===== src/rtl/synchronizer_filt_asr.sv =====
// ============================================================================
// synchronizer_filt_asr : per-channel multi-flop synchronizer with a
//                         consecutive-cycle debounce filter and edge pulses
// Revision 1.0
// ============================================================================
`default_nettype none

module synchronizer_filt_asr #(
   parameter int              WIDTH   = 4,
   parameter int              STAGES  = 2,
   parameter int              FILT    = 3,
   parameter logic [WIDTH-1:0] RST_VAL = '0
) (
   input  logic             rclk,
   input  logic             arst_l,
   input  logic [WIDTH-1:0] async_in,
   output logic [WIDTH-1:0] sync_out,
   output logic [WIDTH-1:0] filt_out,
   output logic [WIDTH-1:0] rise_pulse,
   output logic [WIDTH-1:0] fall_pulse,
   output logic             any_change
);

   localparam int                c_cnt_w    = $clog2(FILT + 1);
   localparam logic [c_cnt_w-1:0] c_cnt_last = c_cnt_w'(FILT - 1);
   localparam logic [c_cnt_w-1:0] c_cnt_one  = c_cnt_w'(1);

   for (genvar i = 0; i < WIDTH; i++) begin : g_ch
      logic [STAGES-1:0]  chain_q;
      logic               filt_q;
      logic               filt_d;
      logic               rise_q;
      logic               rise_d;
      logic               fall_q;
      logic               fall_d;
      logic [c_cnt_w-1:0] cnt_q;
      logic [c_cnt_w-1:0] cnt_d;
      logic               w_sync;

      // Only chain_q[0] touches the asynchronous input; stages are wired back to back.
      always_ff @(posedge rclk or negedge arst_l) begin
         if (!arst_l) begin
            chain_q <= {STAGES{RST_VAL[i]}};
         end else begin
            chain_q <= {chain_q[STAGES-2:0], async_in[i]};
         end
      end

      assign w_sync = chain_q[STAGES-1];

      always_comb begin
         cnt_d  = '0;
         filt_d = filt_q;
         rise_d = 1'b0;
         fall_d = 1'b0;
         if (w_sync != filt_q) begin
            if (cnt_q == c_cnt_last) begin
               filt_d = w_sync;
               rise_d = w_sync;
               fall_d = ~w_sync;
            end else begin
               cnt_d = cnt_q + c_cnt_one;
            end
         end
      end

      always_ff @(posedge rclk or negedge arst_l) begin
         if (!arst_l) begin
            filt_q <= RST_VAL[i];
            cnt_q  <= '0;
            rise_q <= 1'b0;
            fall_q <= 1'b0;
         end else begin
            filt_q <= filt_d;
            cnt_q  <= cnt_d;
            rise_q <= rise_d;
            fall_q <= fall_d;
         end
      end

      assign sync_out[i]   = w_sync;
      assign filt_out[i]   = filt_q;
      assign rise_pulse[i] = rise_q;
      assign fall_pulse[i] = fall_q;
   end

   assign any_change = |(rise_pulse | fall_pulse);

endmodule

`default_nettype wire


===== config.mk =====
export PLATFORM = sky130hd
export DESIGN_NAME = synchronizer_filt_asr
export DESIGN_NICKNAME = d
export VERILOG_FILES = /design/src/rtl/synchronizer_filt_asr.sv
export SDC_FILE = /design/constraint.sdc
export NUM_CORES = 1
export LEC_CHECK = 0
export ABC_AREA = 1
export CORE_MARGIN = 5
export CORE_UTILIZATION = 53
export CTS_CLUSTER_SIZE = 16
export DETAILED_ROUTE_END_ITERATION = 10
export PLACE_DENSITY = 0.94
export SLEW_MARGIN = 20
export SYNTH_ARGS = -nofsm -noshare
export SYNTH_HDL_FRONTEND = slang
export SYNTH_SLANG_ARGS = --single-unit

===== constraint.sdc =====
create_clock -name rclk -period 1.16 [get_ports rclk]
set_input_delay 0.174 -clock rclk [delete_from_list [all_inputs] [get_ports rclk]]
set_output_delay 0.174 -clock rclk [all_outputs]
set_load 0.01 [all_outputs]

* Word-level counts from Yosys, hierarchy flattened
Cells that the tools add are included.
** Word-level totals
- Flip-flop bits (word level) :: 28
- Logic and storage cells :: 66
** Cells by class
- Add/sub/neg operators :: 4
- Eq/ne operators :: 8
- Mux-type cells :: 24
- Bitwise gates (word level) :: 5
- Reductions and logical operators :: 5
** Operators with widths (count)
- 1-bit 2-to-1 mux :: 16
- 2-bit 2-to-1 mux :: 8
- 2-bit by 1-bit adder with 2-bit output (second input constant) :: 4
- 2-bit == test (second input constant) :: 4
- 2-bit AND reduction :: 4
- 1-bit inequality test :: 4
- 1-bit NOT :: 4
- 4-bit OR :: 1
- 4-bit OR reduction :: 1

* Logic depth before layout (Yosys ltp)
Gate-level depths: netlist of the first run.
- Word-level depth :: 3
- Depth in mapped cells :: 4
- Depth with buffers taken out :: 4

* Worst setup path before layout of the first run
OpenSTA, ideal clock, no wires.
- Kind :: flip-flop to output port
- Start :: register g_ch[0].rise_q
- End :: output port any_change
- Arrival :: 0.614 ns
- Data required time :: 0.986 ns
- Slack :: 0.372 ns
- Cell stages (with the launch flop) :: 5
- Cells stage by stage :: dfrtp_1 -> inv_1 -> nand2_1 -> nor2_1 -> nand2_1
** Between the ends
- Cells in the longest elaborated chain, start to end :: 2
** RTL lines
- start, declared :: RTL line 32 : logic rise_q;
- start signal, assigned :: RTL line 76 : rise_q <= rise_d;
- 4-bit OR :: RTL line 87 : assign any_change = |(rise_pulse | fall_pulse);
- 4-bit OR reduction :: RTL line 87
- end, declared :: RTL line 21 : output logic any_change
Every way passes these cells.

* Final worst setup path of the first run
- Start :: register g_ch[0].fall_q
- End :: output port any_change
** Between the ends
- Cells in the longest elaborated chain, start to end :: 2
** RTL lines
- start, declared :: RTL line 34 : logic fall_q;
- start signal, assigned :: RTL line 77 : fall_q <= fall_d;
- 4-bit OR :: RTL line 87
- 4-bit OR reduction :: RTL line 87
Every way passes these cells.

==> metrics.csv, run 1 <==
metric,value,unit
fin_hold_ws,0.203,ns
critPathKind,flip-flop to primary output,
cp_top_family,flip-flops,
ant_nets,0,
crit_slowest_cell,dfrtp_1,
relSlewSlack,90.1,%
die_area,0.00317,sq mm
drv_slew,0,
clock_latency,0.31,ns
ctsLongestPathBuffers,2,
grt_pass1_wl,2.84,mm
core_area,0.00200,sq mm
num_vias,784,
n_antenna_cell,0,
synth_top_area_share,61.6,%
cts_tree,done,
power_density,1870,mW/mm^2
timing.final.crit_share,111,%
finalWirelength,1.72,mm
port-buffer-count,22,
grt_pass1_vias,742,
cts_max_level,1,
pin_count,23,
grt_max_degree,29,
drt_first_pass_iters,4,
fmax,779,MHz
die_h,56.3,um
tightest_slew,0.148,ns
cts_buffers,3,
dp_hpwl,1.26,mm
synth_seq_cells,28,
hold_viol,0,
drtIter0Drc,11,
status,"complete, but fails checks",
grt-ovfl-total,0,
place_congestion,0.700,
violations,negative setup slack,
fin_skew,0.000890,ns
synth_area_leaders,"dfrtp_1 (62%), buf_4 (11%), inv_1 (7.9%), nand2_1 (6.9%), nand2_2 (4.4%)",
grt_usage,11.2,%
ys_seq_area_share,61.6,%
finalWorstSetupSlack,-0.124,ns
drive_gt1_share,23.6,%
final-setup-viol-count,2,
layout_commonest_cell,dfrtp_1,
path_buf_inv,2,
crit_chain,"inv_1, nand2_1, nor2_1, nand2_1, buf_2",
maxCapViolCount,0,
clock_sinks,28,
die_x,56.3,um
vias_per_cell,4.69,
syn-num-nets,125,
root_buffer,clkbuf_4,
initial_core_util,56.8,%
synth_area,0.00114,sq mm
max_stage_delay,0.40,ns
ir_worst_vdd,0.00128,V
cp.arrival,1.11,ns
rsz0062_at_grt,true,
start_kind,flip-flop,
cp_max_fo,2,
final_cell_mix,"dfrtp_1 (28), inv_1 (24), nand2_1 (21)",
layout.nets,148,
cp_common_cell,nand2_1,
drc,0,
crit_required,0.99,ns
syn2layout_area_growth,20.4,%
ys_warn_count,0,
synthCells,119,
row_count,16,
antenna_found_initial,0,
leakage,0.728,nW
clk_pin_slew,0.13,ns
synth_area_per_cell,9.56,sq um
synthDistinctLibCells,8,
yosys.area.top_type,dfrtp_1,
cp-end-kind,primary output,
layout_min_cycle_time,1.28,ns
wire_per_inst,10.3,um
hold_class,input pin to asynchronous set/reset pin,
fin_total_pwr,0.00255,W
-- routing by layer --
metal	up-vias	GRT usage, %	wire length [um]
met5	-	0	0
met4	0	5.76	19
met3	4	2.98	101
met2	20	20.0	889
met1	384	12.0	705
li1	376	-	-
-- per-stage QoR --
step                      worst slack [ns]  util (%)  std cells  cell area, sq um  setup TNS, ns
final                               -0.124      68.4        167              1370         -0.186
after global routing                -0.252      68.4        167              1370         -0.388
after CTS                           -0.118      68.4        166              1370         -0.148
after detailed placement           -0.0923      67.1        160              1340        -0.0923
after global placement             -0.0719      67.1        160              1340        -0.0719
after floorplan                      0.372         -        119              1140              0
-- worst paths after layout --
| path | cells after the start | slack [ns] | from | to |
|---|---|---|---|---|
| hold reg to reg | 0 | 0.37 | g_ch[1].chain_q[0] | g_ch[1].chain_q[1] |
| setup / recovery | 5 | -0.12 | g_ch[0].fall_q | any_change |
| hold / removal | 2 | 0.20 | arst_l | g_ch[2].filt_q |
| max in group asynchronous | 2 | 0.81 | arst_l | g_ch[2].cnt_q[0] |
| setup reg to reg | 4 | 0.23 | g_ch[1].chain_q[1] | g_ch[1].cnt_q[0] |
| min in group rclk | 1 | 0.28 | async_in[0] | g_ch[0].chain_q[0] |
-- worst reg2reg max path, delay by kind of cell (launching register included) --
family	cells	cell delay, ns
buffers and inverters	2	0.22
AOI/OAI and AO/OA	1	0.17
and+or+nand+nor	1	0.07
DFF	1	0.41
-- power by group --
| part | switching [W] | internal [W] | total, W |
|---|---|---|---|
| sequential | 0.000112 | 0.00118 | 0.00129 |
| combinational | 0.000491 | 0.000409 | 0.000900 |
| clock | 0.000242 | 0.000121 | 0.000363 |
-- flip-flops by register name (all words and copies together) (netlist names) --
| signal | count |
|---|---|
| g_ch.chain_q | 8 |
| g_ch.cnt_q | 8 |
| g_ch.fall_q | 4 |
| g_ch.filt_q | 4 |
| g_ch.rise_q | 4 |
-- layout make-up --
cell class              count  area [sq um]
multi-input cells          51           226
fillers                   152           633
well taps                  27          33.8
inverters                  24          90.1
repair buffers             34           295
flip-flops and latches     28           701
clock buffers               3          22.5
-- repair_timing --
| action | 4_1_cts | 5_1_grt |
|---|---|---|
| endpoints found under the setup margin | 17 | 10 |
| pin swaps | 2 | 4 |
| buffers inserted | 3 | 1 |
| gates resized for setup | 42 | 11 |
| hold buffers | 0 | 0 |
-- cell usage after synthesis --
cell,count
a21oi_1,8
buf_4,16
dfrtp_1,28
inv_1,24
nand2_1,21
nand2_2,8
nor2_1,10
o21ai_1,4
-- cell families after synthesis --
| kind of cell | after synthesis | share of synthesized area, % |
|---|---|---|
| buffers and inverters | 40 | 18.5 |
| AOI/OAI and AO/OA | 12 | 5.28 |
| DFF | 28 | 61.6 |
| and+or+nand+nor | 39 | 14.6 |
Note: power is estimated with default switching activity, not from simulation.
==> run 2, diff against run 1 <==
Settings changed: CORE_UTILIZATION 53 to 56, CTS_BUF_LIST from default to sky130_fd_sc_hd__clkbuf_8, PLACE_DENSITY 0.94 to 0.95.
==> metrics.csv, run 2 (synthesis results as in run 1) <==
metric,value,unit
drive_gt1_share,16.1,%
crit_required,0.99,ns
violations,negative setup slack,
largest_registers,"g_ch.chain_q x8, g_ch.cnt_q x8",
crit_chain,"inv_1, nand2_1, nor2_2, nand2_1, buf_6",
cts_max_level,1,
relSlewSlack,90.5,%
grt-ovfl-total,0,
cp.arrival,1.05,ns
fin_total_pwr,0.00278,W
cp_common_cell,nand2_1,
clock_sinks,28,
leakage,0.753,nW
drt_first_pass_iters,6,
drc,0,
regToRegEndpoint,g_ch[3].cnt_q[1],
cts_buffers,3,
cp-end-kind,primary output,
hold_viol,0,
die_x,55.1,um
reg2reg_from,g_ch[3].filt_q,
rsz0062_at_grt,true,
num_vias,748,
fmax,819,MHz
die_h,55.1,um
crit_slowest_cell,dfrtp_1,
crit_start,g_ch[3].rise_q,
grt_max_degree,29,
core_area,0.00194,sq mm
antenna_found_initial,0,
ant_nets,0,
grt_usage,14.0,%
syn2layout_area_growth,21.9,%
maxCapViolCount,0,
fin_skew,0.000830,ns
ctsHoldBuffers,0,
pin_count,23,
layout_commonest_cell,dfrtp_1,
grt_pass1_vias,733,
r2r_cells,5,
n_antenna_cell,0,
drv_slew,0,
clock_latency,0.26,ns
root_buffer,clkbuf_8,
finalWirelength,1.80,mm
layout.nets,144,
final-setup-viol-count,1,
r2r_slack,0.18,ns
die_area,0.00303,sq mm
stdcell_count,164,
tightest_slew,0.142,ns
cp_max_fo,2,
ir_worst_vdd,0.00124,V
num-fill-cells,143,
grt_pass1_wl,2.93,mm
port-buffer-count,22,
place_congestion,0.737,
finalWorstSetupSlack,-0.0611,ns
clk_pin_slew,0.08,ns
initial_core_util,58.6,%
cts_tree,done,
endpoint,any_change,
regArea,701,sq um
vias_per_cell,4.56,
start_kind,flip-flop,
layout_min_cycle_time,1.22,ns
placedCellCount,157,
dp_hpwl,1.38,mm
timing.final.crit_share,105,%
status,"complete, but fails checks",
multi_input_comb_area,229,sq um
final_cell_mix,"dfrtp_1 (28), inv_1 (24), nand2_1 (21)",
row_count,16,
critPathKind,flip-flop to primary output,
fin_hold_ws,0.267,ns
hold_class,input pin to asynchronous set/reset pin,
power_density,2010,mW/mm^2
wire_per_inst,11.0,um
max_stage_delay,0.38,ns
drtIter0Drc,6,
ctsLongestPathBuffers,2,
post-place-ws,-0.173,ns
-- run 2: changes by cell type in the layout (fill, tap and decap cells not counted) --
cell and change:
nor2_1 -1, clkdlybuf4s15_1 -4, nor2_2 +1, clkbuf_4 -3, buf_2 -2, clkbuf_2 -5, buf_4 -3, clkbuf_8 +4
dlygate4sd2_1 +13, buf_6 -3
-- run 2: metrics by stage --
stage               setup TNS [ns]  instance area [sq um]  utilization (%)
floorplan                        0                   1140                -
global placement           -0.0735                   1320             68.0
detailed placement          -0.173                   1320             68.0
CTS                        -0.0837                   1350             69.7
global route                -0.131                   1390             71.4
finish                     -0.0611                   1390             71.4
-- run 2: worst max-delay path, delay by kind of cell, from the launching register on --
kind,cells,cell delay (ns)
buffers and inverters,2,0.17
DFF,1,0.38
and+or+nand+nor,3,0.23
-- run 2: layout make-up --
cell class / instances / area share [%]
Clock buffer: 4 / 3.97
Inverter: 24 / 6.50
Multi-Input combinational cell: 51 / 16.5
Sequential cell: 28 / 50.5
Tap cell: 27 / 2.44
Timing Repair Buffer: 30 / 20.0
-- run 2: how the worst min path moves through the flow --
stage | endpoint | slack (ns) | depth (start not counted)
5_1_grt | g_ch[1].filt_q | 0.27 | 2
3_5_place_dp | g_ch[0].chain_q[1] | 0.33 | 0
6_report | g_ch[0].filt_q | 0.27 | 2
4_1_cts | g_ch[2].rise_q | 0.27 | 2
2_1_floorplan | g_ch[0].chain_q[0] | -0.12 | 0
3_3_place_gp | g_ch[0].chain_q[1] | 0.33 | 0
-- run 2: metal layers --
metal	GRT usage, %	wire (um)
met1	14.3	715
met2	26.2	944
met3	4.29	124
met4	5.67	12
met5	0	0
-- run 2: report_power, final --
part           switching [W]  internal, W
clock network       0.000253     0.000302
registers           0.000113      0.00118
logic               0.000509     0.000426
total               0.000875      0.00191
-- run 2: repair_timing --
action	in CTS	in global routing
setup endpoints to repair	17	6
pin swaps	1	0
gates resized for setup	21	4
buffers inserted	0	3
